--- src/rtl/dp_pkg.sv ---
// Shared types and constants for the R-type datapath instruction sequencer.
package dp_pkg;

    typedef enum logic [1:0] {
        ST_IDLE   = 2'd0,
        ST_ISSUE  = 2'd1,
        ST_COMMIT = 2'd2,
        ST_DONE   = 2'd3
    } seq_state_t;

    // R-type instruction field positions
    localparam int OPCODE_MSB = 31;
    localparam int OPCODE_LSB = 26;
    localparam int RS_MSB     = 25;
    localparam int RS_LSB     = 21;
    localparam int RT_MSB     = 20;
    localparam int RT_LSB     = 16;
    localparam int RD_MSB     = 15;
    localparam int RD_LSB     = 11;
    localparam int SHAMT_MSB  = 10;
    localparam int SHAMT_LSB  = 6;
    localparam int FUNCT_MSB  = 5;
    localparam int FUNCT_LSB  = 0;

    localparam logic [31:0] NOP_WORD = 32'h0;

endpackage

--- src/rtl/dp_prog_mem.sv ---
// Program store: DEPTH x 32 words, synchronous write, asynchronous read.
// Not reset, so a loaded program survives a sequencer reset.
module dp_prog_mem #(
    parameter int DEPTH  = 16,
    parameter int ADDR_W = 4
) (
    input  logic              clk,
    input  logic              we,
    input  logic [ADDR_W-1:0] waddr,
    input  logic [31:0]       wdata,
    input  logic [ADDR_W-1:0] raddr,
    output logic [31:0]       rdata
);

    logic [31:0] mem [DEPTH];

    always_ff @(posedge clk) begin
        if (we) begin
            mem[waddr] <= wdata;
        end
    end

    assign rdata = mem[raddr];

endmodule

--- src/rtl/dp_instr_sequencer.sv ---
// Issues a loaded program to the datapath, holding each word HOLD_CYCLES cycles then
// strobing one commit cycle; pause stalls the hold count, start/prog_we are ignored unless idle.
module dp_instr_sequencer
    import dp_pkg::*;
#(
    parameter int DEPTH       = 16,
    parameter int ADDR_W      = 4,
    parameter int HOLD_CYCLES = 2
) (
    input  logic              clk,
    input  logic              rst,
    input  logic              prog_we,
    input  logic [ADDR_W-1:0] prog_addr,
    input  logic [31:0]       prog_data,
    input  logic [ADDR_W:0]   prog_len,
    input  logic              start,
    input  logic              pause,
    output logic [31:0]       instruccion_r,
    output logic              dp_commit,
    input  logic              tr_zf,
    output logic              busy,
    output logic              done,
    output logic [ADDR_W-1:0] pc,
    output logic [ADDR_W:0]   zf_count,
    output logic [DEPTH-1:0]  zf_log
);

    localparam logic [3:0]        HOLD_LOAD = 4'(HOLD_CYCLES - 1);
    localparam logic [ADDR_W:0]   LEN_ONE   = (ADDR_W+1)'(1);
    localparam logic [ADDR_W-1:0] PC_ONE    = ADDR_W'(1);

    seq_state_t        state, state_nxt;
    logic [3:0]        hold_cnt;
    logic [ADDR_W:0]   len;
    logic [ADDR_W-1:0] rd_addr;
    logic [31:0]       rd_dat;
    logic [31:0]       first_word;
    logic              mem_we;
    logic              last_instr;

    assign mem_we     = prog_we && (state == ST_IDLE);
    assign rd_addr    = (state == ST_IDLE) ? '0 : pc + PC_ONE;
    assign last_instr = ({1'b0, pc} + LEN_ONE) == len;
    // Forward a same-cycle write to address 0 so start sees the new word.
    assign first_word = (prog_we && (prog_addr == '0)) ? prog_data : rd_dat;

    dp_prog_mem #(
        .DEPTH  (DEPTH),
        .ADDR_W (ADDR_W)
    ) u_prog_mem (
        .clk   (clk),
        .we    (mem_we),
        .waddr (prog_addr),
        .wdata (prog_data),
        .raddr (rd_addr),
        .rdata (rd_dat)
    );

    always_ff @(posedge clk) begin
        if (rst) begin
            state <= ST_IDLE;
        end else begin
            state <= state_nxt;
        end
    end

    always_comb begin
        state_nxt = state;
        case (state)
            ST_IDLE:   if (start) state_nxt = (prog_len == '0) ? ST_DONE : ST_ISSUE;
            ST_ISSUE:  if (!pause && (hold_cnt == '0)) state_nxt = ST_COMMIT;
            ST_COMMIT: state_nxt = last_instr ? ST_DONE : ST_ISSUE;
            ST_DONE:   state_nxt = ST_IDLE;
            default:   state_nxt = ST_IDLE;
        endcase
    end

    always_comb begin
        busy      = (state == ST_ISSUE) || (state == ST_COMMIT);
        dp_commit = (state == ST_COMMIT);
        done      = (state == ST_DONE);
    end

    always_ff @(posedge clk) begin
        if (rst) begin
            instruccion_r <= NOP_WORD;
            pc            <= '0;
            zf_count      <= '0;
            zf_log        <= '0;
            hold_cnt      <= '0;
            len           <= '0;
        end else begin
            case (state)
                ST_IDLE: begin
                    if (start) begin
                        len      <= prog_len;
                        zf_count <= '0;
                        zf_log   <= '0;
                        if (prog_len != '0) begin
                            pc            <= '0;
                            instruccion_r <= first_word;
                            hold_cnt      <= HOLD_LOAD;
                        end
                    end
                end
                ST_ISSUE: begin
                    if (!pause && (hold_cnt != '0)) begin
                        hold_cnt <= hold_cnt - 4'd1;
                    end
                end
                ST_COMMIT: begin
                    zf_log[pc] <= tr_zf;
                    zf_count   <= zf_count + {{ADDR_W{1'b0}}, tr_zf};
                    if (!last_instr) begin
                        pc            <= pc + PC_ONE;
                        instruccion_r <= rd_dat;
                        hold_cnt      <= HOLD_LOAD;
                    end
                end
                ST_DONE: begin
                    instruccion_r <= NOP_WORD;
                end
                default: begin
                    instruccion_r <= NOP_WORD;
                end
            endcase
        end
    end

endmodule

--- config.mk ---
export PLATFORM = sky130hd
export DESIGN_NAME = dp_instr_sequencer
export DESIGN_NICKNAME = d
export VERILOG_FILES = /design/src/rtl/dp_pkg.sv /design/src/rtl/dp_prog_mem.sv /design/src/rtl/dp_instr_sequencer.sv
export SDC_FILE = /design/constraint.sdc
export NUM_CORES = 1
export LEC_CHECK = 0
export BUFFER_PORTS_ARGS = -buffer_cell sky130_fd_sc_hd__buf_2
export CAP_MARGIN = 20
export CORE_MARGIN = 2
export CORE_UTILIZATION = 50
export DETAILED_ROUTE_END_ITERATION = 7
export GPL_TIMING_DRIVEN = 0
export PLACE_DENSITY = 0.75
export SETUP_SLACK_MARGIN = 0.4
export SYNTH_ARGS = -nofsm -noshare
export SYNTH_HDL_FRONTEND = slang
export SYNTH_SLANG_ARGS = --single-unit
--- constraint.sdc ---
create_clock -name clk -period 9.5 [get_ports clk]
set_input_delay 2.375 -clock clk [delete_from_list [all_inputs] [get_ports clk]]
set_output_delay 2.375 -clock clk [all_outputs]
set_load 0.02 [all_outputs]
**After elaboration in Yosys (flattened, before gate mapping)**

Memories as Yosys holds them, arrays and structs flattened.
Cells that the tools add are included.

- Input port bits: 47
- Output and inout port bits: 60
- Bits in writable memories: 512
- Memories kept: 1
- Register bits: 68

- Add/sub/neg operators: 4
- Reduce and logical (&&, ||, !) cells: 22
- Multiplexer cells: 29
- $lt $le $gt $ge: 2
- Eq/ne operators: 9

Memories:

| name | words | bits a word | rd ports | clocked after Yosys merged registers in | wr ports | line | RTL |
|---|---|---|---|---|---|---|---|
| u_prog_mem.mem | 16 | 32 | 1 | 0 | 1 | dp_prog_mem.sv:15 | `logic [31:0] mem [DEPTH];` |

Operators with widths:

| kind | count |
|---|---|
| 32-bit 2-to-1 mux | 4 |
| 32-bit one-hot mux with 3 select lines | 1 |
| 4-bit 2-to-1 mux | 8 |
| 16-bit one-hot mux with 2 select lines | 1 |
| 16-bit bitwise mux | 1 |
| 16-bit 2-to-1 mux | 1 |
| 4-bit one-hot mux with 3 select lines | 1 |
| 5-bit one-hot mux with 2 select lines | 1 |
| 4-bit logical NOT | 2 |
| 2-bit 2-to-1 mux | 4 |
| 2-bit one-hot mux with 4 select lines | 1 |
| 4-bit one-hot mux with 2 select lines | 1 |
| 4-bit AND reduction | 2 |
| 2-bit != test, second input constant | 3 |
| 2-bit AND reduction | 3 |
| 3-bit nonzero test | 2 |
| 4-bit by 1-bit adder with 5-bit output, second input constant | 1 |
| 5-bit by 1-bit adder with 5-bit output | 1 |
| 5-bit == test | 1 |
| 1-bit logical AND | 5 |
| 5-bit logical NOT | 1 |
| 4-bit by 5-bit less-than comparator with 1-bit output, second input constant | 1 |
| 5-bit 2-to-1 mux | 1 |
| 5-bit AND reduction | 1 |
| other kinds (14) | 18 |

**Depth between registers and ports, before layout**

An unclocked memory read counts as a cell.

- Word-level depth: 7
- Gate-level depth with buffers: 14

**Hierarchy**

From an unflattened synthesis, not the netlist that was laid out.

- Cells, all modules: 1238
- Area, all modules: 22775.6 um^2

By module, submodules not included:

| module | times used | area each (um^2) | seq. area each (um^2) | cells an instance |
|---|---|---|---|---|
| dp_prog_mem | 1 | 19194.7 | 15374.7 | 806 |
| dp_instr_sequencer | 1 | 3580.9 | 1361.3 | 432 |

**Least setup slack after synthesis**

OpenSTA, ideal clock, no wires.

- Path type: input to register
- Start: input port prog_addr[3]
- End: memory u_prog_mem.mem[4][0], enable pin
- Data required time: 9039 ps
- Arrival time: 4831 ps
- Cell stages on the path: 2
- Path buffers: 0
- Path slack: 4208 ps
- Cells stage by stage: nand4b_1 nor3_1

RTL lines:

| element | line | RTL |
|---|---|---|
| from (decl) | dp_instr_sequencer.sv:13 | `input logic [ADDR_W-1:0] prog_addr,` |
| to (decl) | dp_prog_mem.sv:15 |  |

Straight into the memory's write port.

**Final worst setup path**

- Start: input port prog_addr[1]
- End: register instruccion_r[6]

- Cells in the longest elaborated chain, start to end: 6

Ends and longest elaborated chain:

| element | line | RTL |
|---|---|---|
| 4-bit logical NOT | dp_instr_sequencer.sv:45 | `assign first_word = (prog_we && (prog_addr == '0)) ? prog_data : rd_dat;` |
| 1-bit logical AND | dp_instr_sequencer.sv:45 |  |
| 32-bit 2-to-1 mux | dp_instr_sequencer.sv:45 |  |
| 32-bit 2-to-1 mux | dp_instr_sequencer.sv:99 | `if (prog_len != '0) begin` |
| 32-bit 2-to-1 mux | dp_instr_sequencer.sv:95 | `if (start) begin` |
| 32-bit one-hot mux with 3 select lines | dp_instr_sequencer.sv:93 | `case (state)` |
| to (signal assigned) | dp_instr_sequencer.sv:101 | `instruccion_r <= first_word;` |
| to (signal assigned) | dp_instr_sequencer.sv:116 | `instruccion_r <= rd_dat;` |
| to (decl) | dp_instr_sequencer.sv:18 | `output logic [31:0] instruccion_r,` |

No other way between the ends. The select of a mux whose other input is x is not followed.
A chain may end at the register's enable or synchronous reset.

==> results.sh <==
export IMPL_drive_gt1_share_pct=18.8
export IMPL_critPathSlowestCell="nor3_2"
export IMPL_fin_ws_ns=5.05
export IMPL_overflow=0
export IMPL_post_place_ws_ns=4.55
export IMPL_path_cells="clkbuf_1 > nor4_1 > nand2_1 > nor3_2 > clkbuf_1 > a32o_1 > a21o_1"
export IMPL_critPathBufInv=2
export IMPL_fp_dieW_um=226
export IMPL_cts_buffers=57
export IMPL_synth_net_count=1771
export IMPL_clk_latency_ns=0.65
export IMPL_grt_max_degree=23
export IMPL_rsz0062_at_grt="no"
export IMPL_slew_limit_headroom_pct=24.8
export IMPL_cpMostUsedCell="clkbuf_1"
export IMPL_cts_root_buffer="clkbuf_16"
export IMPL_cp_max_fo=10
export IMPL_async_flop_share_pct=0
export IMPL_ys_warnings_count=0
export IMPL_p_per_area_nw_per_um2=256
export IMPL_placed_area_um2=26600
export IMPL_ys_seq_area_share_pct=67.8
export IMPL_dieHeight_um=226
export IMPL_p_leak_nw=9.20
export IMPL_ys_flop_type="edfxtp_1"
export IMPL_cts_tree="yes"
export IMPL_dr_pass1_iters=7
export IMPL_drv_cap=0
export IMPL_h_tree_depth=2
export IMPL_synth_cells=1712
export IMPL_endpoint_kind="register"
export IMPL_clock_path_buffers=3
export IMPL_ant_nets=0
export IMPL_avgSynthCellArea_um2=14.4
export IMPL_postCtsSetupRepairBufs=0
export IMPL_first_global_vias=17200
export IMPL_synth_area_um2=24700
export IMPL_met2_length_um=33500
export IMPL_tns_ns=0
export IMPL_wl_per_cell_um=27.9
export IMPL_synth_seq_cells=580
export IMPL_ys_types=67
export IMPL_critPathTopFamily="simple AND/OR/NAND/NOR gates"
export IMPL_skew_ns=0.0415
export IMPL_required_ns=10.08
export IMPL_met1_length_um=27300
export IMPL_drc=0
export IMPL_start_util_pct=50.6
export IMPL_cts_hold_buf=0
export IMPL_clock_sinks=580
export IMPL_grt_pass1_wl_um=106000
export IMPL_synth_edf_count=512
export IMPL_dr_total_vias=17500
export IMPL_antenna_found_initial=3
export IMPL_worst_hold_path_type="register to register"
export IMPL_finalCriticalPeriod_ns=4.45
export IMPL_nNetsFinal=1957
export IMPL_fmax_ghz=0.225
export IMPL_setup_viol=0
export IMPL_slew_viol_final=0
export IMPL_final_cell_mix="512 x edfxtp_1, 148 x buf_2, 122 x mux2i_1, 94 x a221oi_1, 83 x nor2_1"
export IMPL_io_buffers=103
export IMPL_cts_resized=0
export IMPL_peakVddDrop_v=0.000162
export IMPL_hold_violations=0
export IMPL_drt_total_wl_um=72900
export IMPL_tightest_slew_ns=1.12
export IMPL_final_common_cell="edfxtp_1"
export IMPL_core_area_um2=48800
export IMPL_grtUsageTotal_pct=28.2
export IMPL_dr_max_layer_used="met5"
export IMPL_gp_congestion=0.909
export IMPL_syn2layout_area_growth_pct=15.3
export IMPL_path_class="input pin to register"
export IMPL_slowest_delay_ns=0.77
export IMPL_routed_via_density=6.70
export IMPL_wl_met3_um=8260
export IMPL_fin_crit_sh_pct=46.8
export IMPL_worstPathArrival_ns=5.03
export IMPL_path_clk_slew_ns=0.06
export IMPL_drt_iter0_drc=2694
export IMPL_hpwlAfterDp_um=48400
export IMPL_top_level_ports=107
export IMPL_status="completed"
export IMPL_fin_area_um2=28500
export IMPL_rows=81
export IMPL_crit_path_start_kind="input pin"
export IMPL_die_area_um2=51200
export IMPL_whs_ns=0.470
-- layer usage --
metal | global-route usage [%] | vias up
met5 | 0 | -
met2 | 44.0 | 1307
met1 | 37.4 | 8615
met4 | 14.1 | 4
met3 | 6.28 | 265
li1 | - | 7319
-- report_power, final --
group | switching, W | internal, W
Combinational | 0.00134 | 0.000689
Clock | 0.000986 | 0.00132
Sequential | 0.0000626 | 0.00289
Total | 0.00239 | 0.00489
-- worst paths after layout --
check / from / to / slack (ns) / cells past startpoint
setup / recovery: prog_addr[1] / instruccion_r[6] / 5.05 / 7
hold / removal: zf_log[0] / zf_log[0] / 0.47 / 2
setup reg to reg: pc[0] / instruccion_r[27] / 5.11 / 12
hold reg to reg: zf_log[0] / zf_log[0] / 0.47 / 2
-- final cells by class --
class / instances / area [um2]
inverters: 11 / 41.3
well taps: 664 / 831
plain buffers: 141 / 676
repair buffers: 127 / 940
multi-input cells: 980 / 7360
diodes: 3 / 7.51
clock buffers: 63 / 1450
clock inverters: 44 / 453
fillers: 3765 / 20400
flip-flops and latches: 580 / 16700
-- per-stage QoR --
stage	utilization [%]	power, W	instances
floorplan	-	0.00427	1712
detailed placement	54.4	0.00496	2503
global placement	53.3	0.00489	2479
global route	58.3	0.00750	2610
finish	58.3	0.00729	2613
CTS	58.3	0.00723	2610
-- cell families after synthesis --
logic type      after synthesis  synth area share [%]
compound gates              535                  15.8
xor+xnor                     10                 0.593
fa+ha+maj                    12                 0.608
buf+inv                     152                  2.90
flops                       580                  67.8
mux                         172                  7.27
simple gates                251                  5.07
-- sequential cells by signal, indices dropped and copies added, names as in the netlist --
name	cells
hold_cnt	4
instruccion_r	32
len	5
pc	4
state	2
u_prog_mem.mem	512
zf_count	5
zf_log	16
-- Yosys cell counts, drive strengths merged, types with 4 or more instances --
cell type,instances,area [um2]
mux2,49,552
inv,11,41.3
o31ai,20,150
buf,66,394
or2,4,25.0
a32o,17,170
a2111oi,20,231
nand2,39,149
a21oi,73,365
nand2b,6,37.5
mux2i,122,1220
o221a,17,191
a221oi,94,823
dfxtp,68,1360
a21o,34,255
nor4,18,128
xor2,6,71.3
clkbuf,75,282
o21ai,83,419
nand3,23,115
nand4,11,68.8
a211oi,15,133
o211ai,56,420
edfxtp,512,15400
a22oi,16,120
ha,12,150
nor2b,5,33.8
a31oi,15,93.8
nor3,13,70.1
o22ai,49,307
a22o,14,123
nor2,97,383
and2,24,150
-- worst min-delay path, cell delays in order (launching register included) --
cell and delay [ns]:
dfxtp_1 0.31, nand3_1 0.06, a21oi_1 0.06
(Power assumes the default switching activity.)
